File: src/rtl/mips_multicycle_ctrl.sv
// Main control FSM for the multicycle MIPS datapath.
// Sequences fetch/decode/execute/memory/write-back, waits on the memory
// ready handshake, and latches the first fault (illegal opcode or bus timeout).
module mips_multicycle_ctrl #(
  parameter logic [7:0] MEM_TIMEOUT = 8'd15
) (
  input  logic       CLK,
  input  logic       RST,
  input  logic [5:0] Op,
  input  logic       Zero,
  input  logic       MemReady,
  output logic       MemReq,
  output logic       MemWrite,
  output logic       IorD,
  output logic       IRWrite,
  output logic       RegDst,
  output logic       MemtoReg,
  output logic       RegWrite,
  output logic       ALUSrcA,
  output logic [1:0] ALUSrcB,
  output logic [1:0] ALUOp,
  output logic [1:0] PCSrc,
  output logic       PCEn,
  output logic       Fault,
  output logic [1:0] FaultCode
);

  typedef enum logic [3:0] {
    S_RESET, S_FETCH, S_DECODE, S_MEMADR, S_MEMRD, S_MEMWB, S_MEMWR,
    S_RTYPE, S_ALUWB, S_BEQ, S_ADDIEX, S_ADDIWB, S_JUMP, S_FAULT
  } state_t;

  localparam logic [1:0] FC_ILLEGAL = 2'b01;
  localparam logic [1:0] FC_TIMEOUT = 2'b10;

  state_t     r_state;
  state_t     w_state_next;
  logic [7:0] r_wait;
  logic [7:0] w_wait_next;
  logic       r_fault;
  logic [1:0] r_fault_code;
  logic       w_pcwrite;
  logic       w_branch;
  logic       w_fault_enter;
  logic [1:0] w_fault_code_next;
  logic [7:0] w_wait_limit;
  logic       w_timeout;

  // The wait that would bring the counter up to MEM_TIMEOUT is the last one
  // allowed; MemReady on that same cycle still completes the access.
  assign w_wait_limit = MEM_TIMEOUT - 8'd1;
  assign w_timeout    = (r_wait == w_wait_limit);

  assign Fault     = r_fault;
  assign FaultCode = r_fault_code;

  // State, wait counter and sticky fault registers
  always_ff @(posedge CLK) begin
    if (RST) begin
      r_state      <= S_RESET;
      r_wait       <= 8'd0;
      r_fault      <= 1'b0;
      r_fault_code <= 2'b00;
    end else begin
      r_state <= w_state_next;
      r_wait  <= w_wait_next;
      if (w_fault_enter) begin
        r_fault      <= 1'b1;
        r_fault_code <= w_fault_code_next;
      end
    end
  end

  // Next-state and Moore outputs (FETCH write enables are gated by MemReady)
  always_comb begin
    w_state_next      = r_state;
    w_wait_next       = 8'd0;
    w_pcwrite         = 1'b0;
    w_branch          = 1'b0;
    w_fault_enter     = 1'b0;
    w_fault_code_next = 2'b00;
    MemReq            = 1'b0;
    MemWrite          = 1'b0;
    IorD              = 1'b0;
    IRWrite           = 1'b0;
    RegDst            = 1'b0;
    MemtoReg          = 1'b0;
    RegWrite          = 1'b0;
    ALUSrcA           = 1'b0;
    ALUSrcB           = 2'b00;
    ALUOp             = 2'b00;
    PCSrc             = 2'b00;
    PCEn              = 1'b0;

    case (r_state)
      S_RESET: w_state_next = S_FETCH;
      S_FETCH: begin
        MemReq  = 1'b1;
        ALUSrcB = 2'b01;
        if (MemReady) begin
          IRWrite      = 1'b1;
          w_pcwrite    = 1'b1;
          w_state_next = S_DECODE;
        end else if (w_timeout) begin
          w_state_next      = S_FAULT;
          w_fault_enter     = 1'b1;
          w_fault_code_next = FC_TIMEOUT;
        end
      end
      S_DECODE: begin
        ALUSrcB = 2'b11;
        case (Op)
          6'b100011, 6'b101011: w_state_next = S_MEMADR;
          6'b000000:            w_state_next = S_RTYPE;
          6'b000100:            w_state_next = S_BEQ;
          6'b001000:            w_state_next = S_ADDIEX;
          6'b000010:            w_state_next = S_JUMP;
          default: begin
            w_state_next      = S_FAULT;
            w_fault_enter     = 1'b1;
            w_fault_code_next = FC_ILLEGAL;
          end
        endcase
      end
      S_MEMADR: begin
        ALUSrcA      = 1'b1;
        ALUSrcB      = 2'b10;
        w_state_next = (Op == 6'b100011) ? S_MEMRD : S_MEMWR;
      end
      S_MEMRD: begin
        MemReq = 1'b1;
        IorD   = 1'b1;
        if (MemReady) begin
          w_state_next = S_MEMWB;
        end else if (w_timeout) begin
          w_state_next      = S_FAULT;
          w_fault_enter     = 1'b1;
          w_fault_code_next = FC_TIMEOUT;
        end
      end
      S_MEMWB: begin
        RegWrite     = 1'b1;
        MemtoReg     = 1'b1;
        w_state_next = S_FETCH;
      end
      S_MEMWR: begin
        MemReq   = 1'b1;
        MemWrite = 1'b1;
        IorD     = 1'b1;
        if (MemReady) begin
          w_state_next = S_FETCH;
        end else if (w_timeout) begin
          w_state_next      = S_FAULT;
          w_fault_enter     = 1'b1;
          w_fault_code_next = FC_TIMEOUT;
        end
      end
      S_RTYPE: begin
        ALUSrcA      = 1'b1;
        ALUOp        = 2'b10;
        w_state_next = S_ALUWB;
      end
      S_ALUWB: begin
        RegWrite     = 1'b1;
        RegDst       = 1'b1;
        w_state_next = S_FETCH;
      end
      S_BEQ: begin
        ALUSrcA      = 1'b1;
        ALUOp        = 2'b01;
        PCSrc        = 2'b01;
        w_branch     = 1'b1;
        w_state_next = S_FETCH;
      end
      S_ADDIEX: begin
        ALUSrcA      = 1'b1;
        ALUSrcB      = 2'b10;
        w_state_next = S_ADDIWB;
      end
      S_ADDIWB: begin
        RegWrite     = 1'b1;
        w_state_next = S_FETCH;
      end
      S_JUMP: begin
        PCSrc        = 2'b10;
        w_pcwrite    = 1'b1;
        w_state_next = S_FETCH;
      end
      S_FAULT: w_state_next = S_FAULT;
      default: w_state_next = S_RESET;
    endcase

    PCEn = w_pcwrite | (w_branch & Zero);

    // Count only while the same access keeps waiting; any transition or ready clears it
    if (MemReq && !MemReady && (w_state_next == r_state)) begin
      w_wait_next = r_wait + 8'd1;
    end
  end

endmodule

File: config.mk
export PLATFORM = sky130hd
export DESIGN_NAME = mips_multicycle_ctrl
export DESIGN_NICKNAME = d
export VERILOG_FILES = /design/src/rtl/mips_multicycle_ctrl.sv
export SDC_FILE = /design/constraint.sdc
export NUM_CORES = 1
export LEC_CHECK = 0
export BUFFER_PORTS_ARGS = -buffer_cell sky130_fd_sc_hd__buf_2
export CAP_MARGIN = 5
export CORE_ASPECT_RATIO = 0.8
export CORE_MARGIN = 5
export CORE_UTILIZATION = 27
export CTS_CLUSTER_SIZE = 28
export DETAILED_ROUTE_END_ITERATION = 12
export GPL_TIMING_DRIVEN = 0
export SYNTH_ARGS = -nofsm -noshare
export SYNTH_HDL_FRONTEND = slang
export SYNTH_SLANG_ARGS = --single-unit
File: constraint.sdc
create_clock -name CLK -period 2 [get_ports CLK]
set_clock_uncertainty 0.15 [all_clocks]
set_input_delay 0.2 -clock CLK [delete_from_list [all_inputs] [get_ports CLK]]
set_output_delay 0.2 -clock CLK [all_outputs]
set_load 0.02 [all_outputs]
Word-level counts from Yosys, hierarchy flattened
Index checks and enable logic that the tools add are counted.
{ "totals": {"in_bits": 10, "elab_cells": 71, "reg_bits": 15, "out_inout_bits": 18} }
{ "classes": {"add_sub_neg": 1, "muxes": 29, "n_reduce_logical": 14, "eq_ne": 20, "bitwise_logic": 3} }
{ "ops": {"columns": ["operator", "n"], "rows": [
  ["4-bit one-hot mux with 9 select lines", 1],
  ["4-bit equality test (second input constant)", 6],
  ["4-bit one-hot mux with 5 select lines", 1],
  ["4-bit by 3-bit equality test with 1-bit output (second input constant)", 4],
  ["4-bit 2-to-1 mux", 4],
  ["1-bit 2-to-1 mux", 14],
  ["6-bit equality test (second input constant)", 2],
  ["2-bit one-hot mux with 2 select lines", 3],
  ["6-bit OR reduction", 2],
  ["8-bit by 1-bit adder with 8-bit output (second input constant)", 1],
  ["4-bit by 2-bit equality test with 1-bit output (second input constant)", 2],
  ["8-bit by 4-bit equality test with 1-bit output (second input constant)", 1],
  ["2-bit OR reduction", 4],
  ["6-bit by 2-bit equality test with 1-bit output (second input constant)", 1],
  ["6-bit by 3-bit equality test with 1-bit output (second input constant)", 1],
  ["6-bit by 4-bit equality test with 1-bit output (second input constant)", 1],
  ["6-bit logical NOT", 1],
  ["2-bit 2-to-1 mux", 3],
  ["2-bit one-hot mux with 3 select lines", 1],
  ["3-bit OR reduction", 2],
  ["4-bit by 1-bit equality test with 1-bit output (second input constant)", 1],
  ["4-bit equality test", 1],
  ["4-bit logical NOT", 1],
  ["1-bit one-hot mux with 2 select lines", 2],
  ["other kinds (6)", 7]
]} }

Logic depth before layout (Yosys ltp)
{ "logic_depth": {"depth_word": 8, "mapped_depth": 6, "depth_no_buf": 6} }

Worst setup path after synthesis
OpenSTA, ideal clock, no wires.
{ "synth_path": {"kind": "register to register", "start": "reg r_state[3]", "end": "reg r_wait[3]", "setup_ps": 78, "path_stages_with_launch": 6, "path_buffers": 1, "period_less_slack_ps": 1923, "required_ps": 1772, "path_slack_ps": 77, "arrival_time_ps": 1695, "path_cell_list": "dfxtp_1 buf_2 nor3b_1 or2_2 nand2_1 nor3_1"} }
{ "synth_between": {"elab_chain_len": 7, "elab_cells_between_ends": 27, "classes_between": "eq/ne: 14; mux: 6; bitwise: 1; reduce/logical: 6"} }
{ "synth_lines": {"columns": ["item", "line_no", "source"], "rows": [
  ["start, declared", "36", "state_t r_state;"],
  ["start signal, assigned", "65", "r_state <= w_state_next;"],
  ["4-bit by 3-bit equality test with 1-bit output / 4-bit by 1-bit equality test with 1-bit output (equally long branches)", "95", "case (r_state)"],
  ["3-bit OR reduction (no source line) *", null, null],
  ["1-bit 2-to-1 mux *", "95", null],
  ["via MemReq", "12", "output logic MemReq,"],
  ["1-bit logical AND * (2 in a row)", "196", "if (MemReq && !MemReady && (w_state_next == r_state)) begin"],
  ["1-bit NOT (no source line) *", null, null],
  ["2-bit OR reduction (no source line) *", null, null],
  ["end signal, assigned", "66", "r_wait <= w_wait_next;"],
  ["end, declared", "38", "logic [7:0] r_wait;"]
]} }
Mark *: on every way through the listed nets, which the timed path passes. The rest lies on a longest branch.
A chain may end at the register's enable or synchronous reset.

Worst setup path in the final report
{ "layout_path": {"start": "reg r_state[1]", "end": "out RegWrite"} }
{ "layout_between": {"elab_chain_len": 3, "elab_cells_between_ends": 5, "classes_between": "eq/ne: 3; mux: 1; reduce/logical: 1"} }
{ "layout_lines": {"columns": ["item", "line_no", "source"], "rows": [
  ["4-bit equality test / 4-bit by 3-bit equality test with 1-bit output (equally long branches)", "95", null],
  ["3-bit OR reduction (no source line) *", null, null],
  ["1-bit 2-to-1 mux *", "95", null],
  ["end, declared", "18", "output logic RegWrite,"]
]} }
Mark *: on every way between the ends. The rest lies on a longest branch, timed or not.

==> summary.txt <==
Placed design
  • RePlAce Congestion: 0.805
  • Port bufs: 25
  • DP Area: 1170 um^2
  • DP HPWL: 1840 um

Worst setup path
  • Critical path, cell by cell: clkbuf_4, nand2b_1, and2_1, a31o_1, buf_2
  • CP peak stage delay: 0.35 ns
  • Critical Path AT: 1.54 ns
  • CP startpoint kind: register
  • Crit end category: output port
  • Slowest CP cell: dfxtp_2
  • Crit-path max FO: 10
  • Worst EP required: 1.65 ns
  • Crit Path Class: reg2out

Yosys
  • Net Count, Synth: 139
  • EDFF count, synth: 0
  • Post-synthesis cell type count: 44
  • Top_reg_cell synth: dfxtp_1
  • Seq cells post-synth: 15
  • Syn avg cell area: 7.81 um^2
  • Synth warnings: 0
  • Fraction of registers with async set/reset: 0%
  • Cells after synthesis: 127
  • Seq/Total Area, Yosys: 30.3%
  • Post-Synthesis Cell Area: 992 um^2

Floorplanning
  • # rows: 19
  • Core footprint: 3490 um^2
  • Starting density of the core: 28.4%
  • Die W: 77.8 um
  • Die Span Y: 64.2 um
  • DIE AREA: 4990 um^2
  • Io pins: 28

Final layout
  • Layout area overhead: 24.7%
  • Most frequent cells in the layout: buf_2, dfxtp_1, nor2_1
  • Net total in the final layout: 170
  • Most common cell after layout, fill and taps aside: buf_2
  • Final core utilization: 35.4%
  • # diodes: 0
  • Layout cells sized above 1: 28.0%
  • Final non-filler cell area: 1240 um^2

Pwr
  • Pleak: 0.515 nW
  • Worst ir drop on vdd: 0.290 mV
  • P per Cell Area: 688 nW/um^2

STA
  • Final Hold Violating Endpoints: 0
  • RSZ-0062 raised after global routing: false
  • Slew Limit Headroom: 67.3%
  • Worst Tran Pin Value: 0.486 ns
  • Tcrit/Tclk final: 94.5%
  • Max-slew violation count: 0
  • Setup tns final: 0 ns
  • Final min period: 1.89 ns
  • Fmax: 529 MHz
  • Final setup vio count: 0

Clock tree
  • CTS tree: yes
  • Skew-Pair Late Insertion Delay: 0.25 ns
  • Worst-path clk slew: 0.06 ns
  • CTS Buf Count: 3
  • Hold_buf cts: 0
  • Root Buffer: clkbuf_8
  • Longest Clk Path Bufs: 2
  • H-Tree Depth: 1
  • Clock sink count: 15

Detailed routing
  • Via Count: 978
  • DR WL/cell: 11.8 um
  • Detailed Route WL: 2360 um
  • Drt first pass iters: 4
  • DR DRC count: 0
  • Via density: 4.91
  • Post-DRT Antenna Nets: 0
  • Drt initial violations: 38

Global route
  • Largest net degree at the start of global routing: 11
  • Overflow after GRT: 0
  • Antenna violations before repair: 0
  • Total track usage: 9.67%
  • Vias in the first global route: 884
  • First-pass GRT wire length: 4080 um

Outcome
  • Run status: completed

Flow run
  • Max-cap viol count: 0

Hold path
  • Hold Crit Class: in2reg
## layer usage
| metal | wire, um | global-route usage (%) | vias to the layer above |
|---|---|---|---|
| li1 | - | - | 522 |
| met1 | 1230 | 13.0 | 434 |
| met2 | 955 | 14.4 | 18 |
| met3 | 153 | 3.23 | 4 |
| met4 | 20 | 3.22 | 0 |
| met5 | 0 | 0 | - |
## report_power, final
group	leakage (nW)	internal [mW]	switching [mW]
clock	0.0255	0.138	0.106
sequential	0.122	0.315	0.0213
combinational	0.367	0.105	0.165
total	0.515	0.558	0.292
## critical path: cells and delay by family, from the launching register on
| kind | cells | cell delay [ns] |
|---|---|---|
| buffers and inverters | 2 | 0.34 |
| DFF | 1 | 0.35 |
| and+or+nand+nor | 2 | 0.39 |
| AOI/OAI and AO/OA | 1 | 0.21 |
## kinds of logic (layout without fill, tap and decap cells)
group,Yosys count,after routing,share of synthesized area (%)
XOR/XNOR,8,8,7.06
adder cells (fa/ha/maj),2,2,2.52
buffers and inverters,11,41,4.29
AND/OR/NAND/NOR,62,62,34.7
flip-flops,15,15,30.3
AO/OA/AOI/OAI,29,29,21.2
## final timing paths
path,from,to,slack [ns],depth (start not counted)
setup / recovery,r_state[1]$_SDFF_PP0_,RegWrite,0.11,5
hold / removal,RST,r_state[3]$_SDFF_PP0_,0.17,2
setup reg to reg,r_wait[0]$_SDFF_PP0_,r_wait[4]$_SDFF_PP0_,0.29,6
hold reg to reg,Fault$_SDFFE_PP0P_,Fault$_SDFFE_PP0P_,0.31,2
## through the flow
step	hold WS (ns)	power [mW]	setup WS, ns	cells
after floorplan	0.315	0.531	0.0768	127
after global placement	0.299	0.609	0.143	194
after detailed placement	0.303	0.608	0.120	194
after CTS	0.167	0.865	0.00108	198
after global routing	0.192	0.909	0.00394	199
final	0.168	0.851	0.110	199
## final cells by class
class	count	area, um^2
fillers	386	2260
multi-input cells	101	656
flip-flops and latches	15	302
repair buffers	26	133
well taps	42	52.6
clock buffers	3	41.3
plain buffers	7	33.8
inverters	4	15.0
clock inverters	1	5.00
## synth_stat cells (all sizes together), types with 3 or more instances
| library cell | number | area, um^2 |
|---|---|---|
| dfxtp | 15 | 300 |
| nor2 | 12 | 45.0 |
| nor3 | 9 | 45.0 |
| buf | 3 | 12.5 |
| nand3 | 7 | 35.0 |
| a31oi | 4 | 25.0 |
| a21oi | 9 | 52.6 |
| nand2 | 8 | 30.0 |
| clkbuf | 4 | 15.0 |
| or2 | 3 | 18.8 |
| nand2b | 3 | 18.8 |
| xor2 | 6 | 52.6 |
| inv | 4 | 15.0 |
| nor2b | 4 | 25.0 |
## registers in the layout (all words and copies together), names as in the netlist
signal	count
FaultCode	2
Fault	1
r_state	4
r_wait	8
## what timing repair did
item / in CTS / in global routing
resized for setup: 3 / 5
endpoints found under the setup margin: 4 / 5
buffers inserted: 0 / 1
pin swaps: 0 / 1
Power figures use the tool's default switching activity.
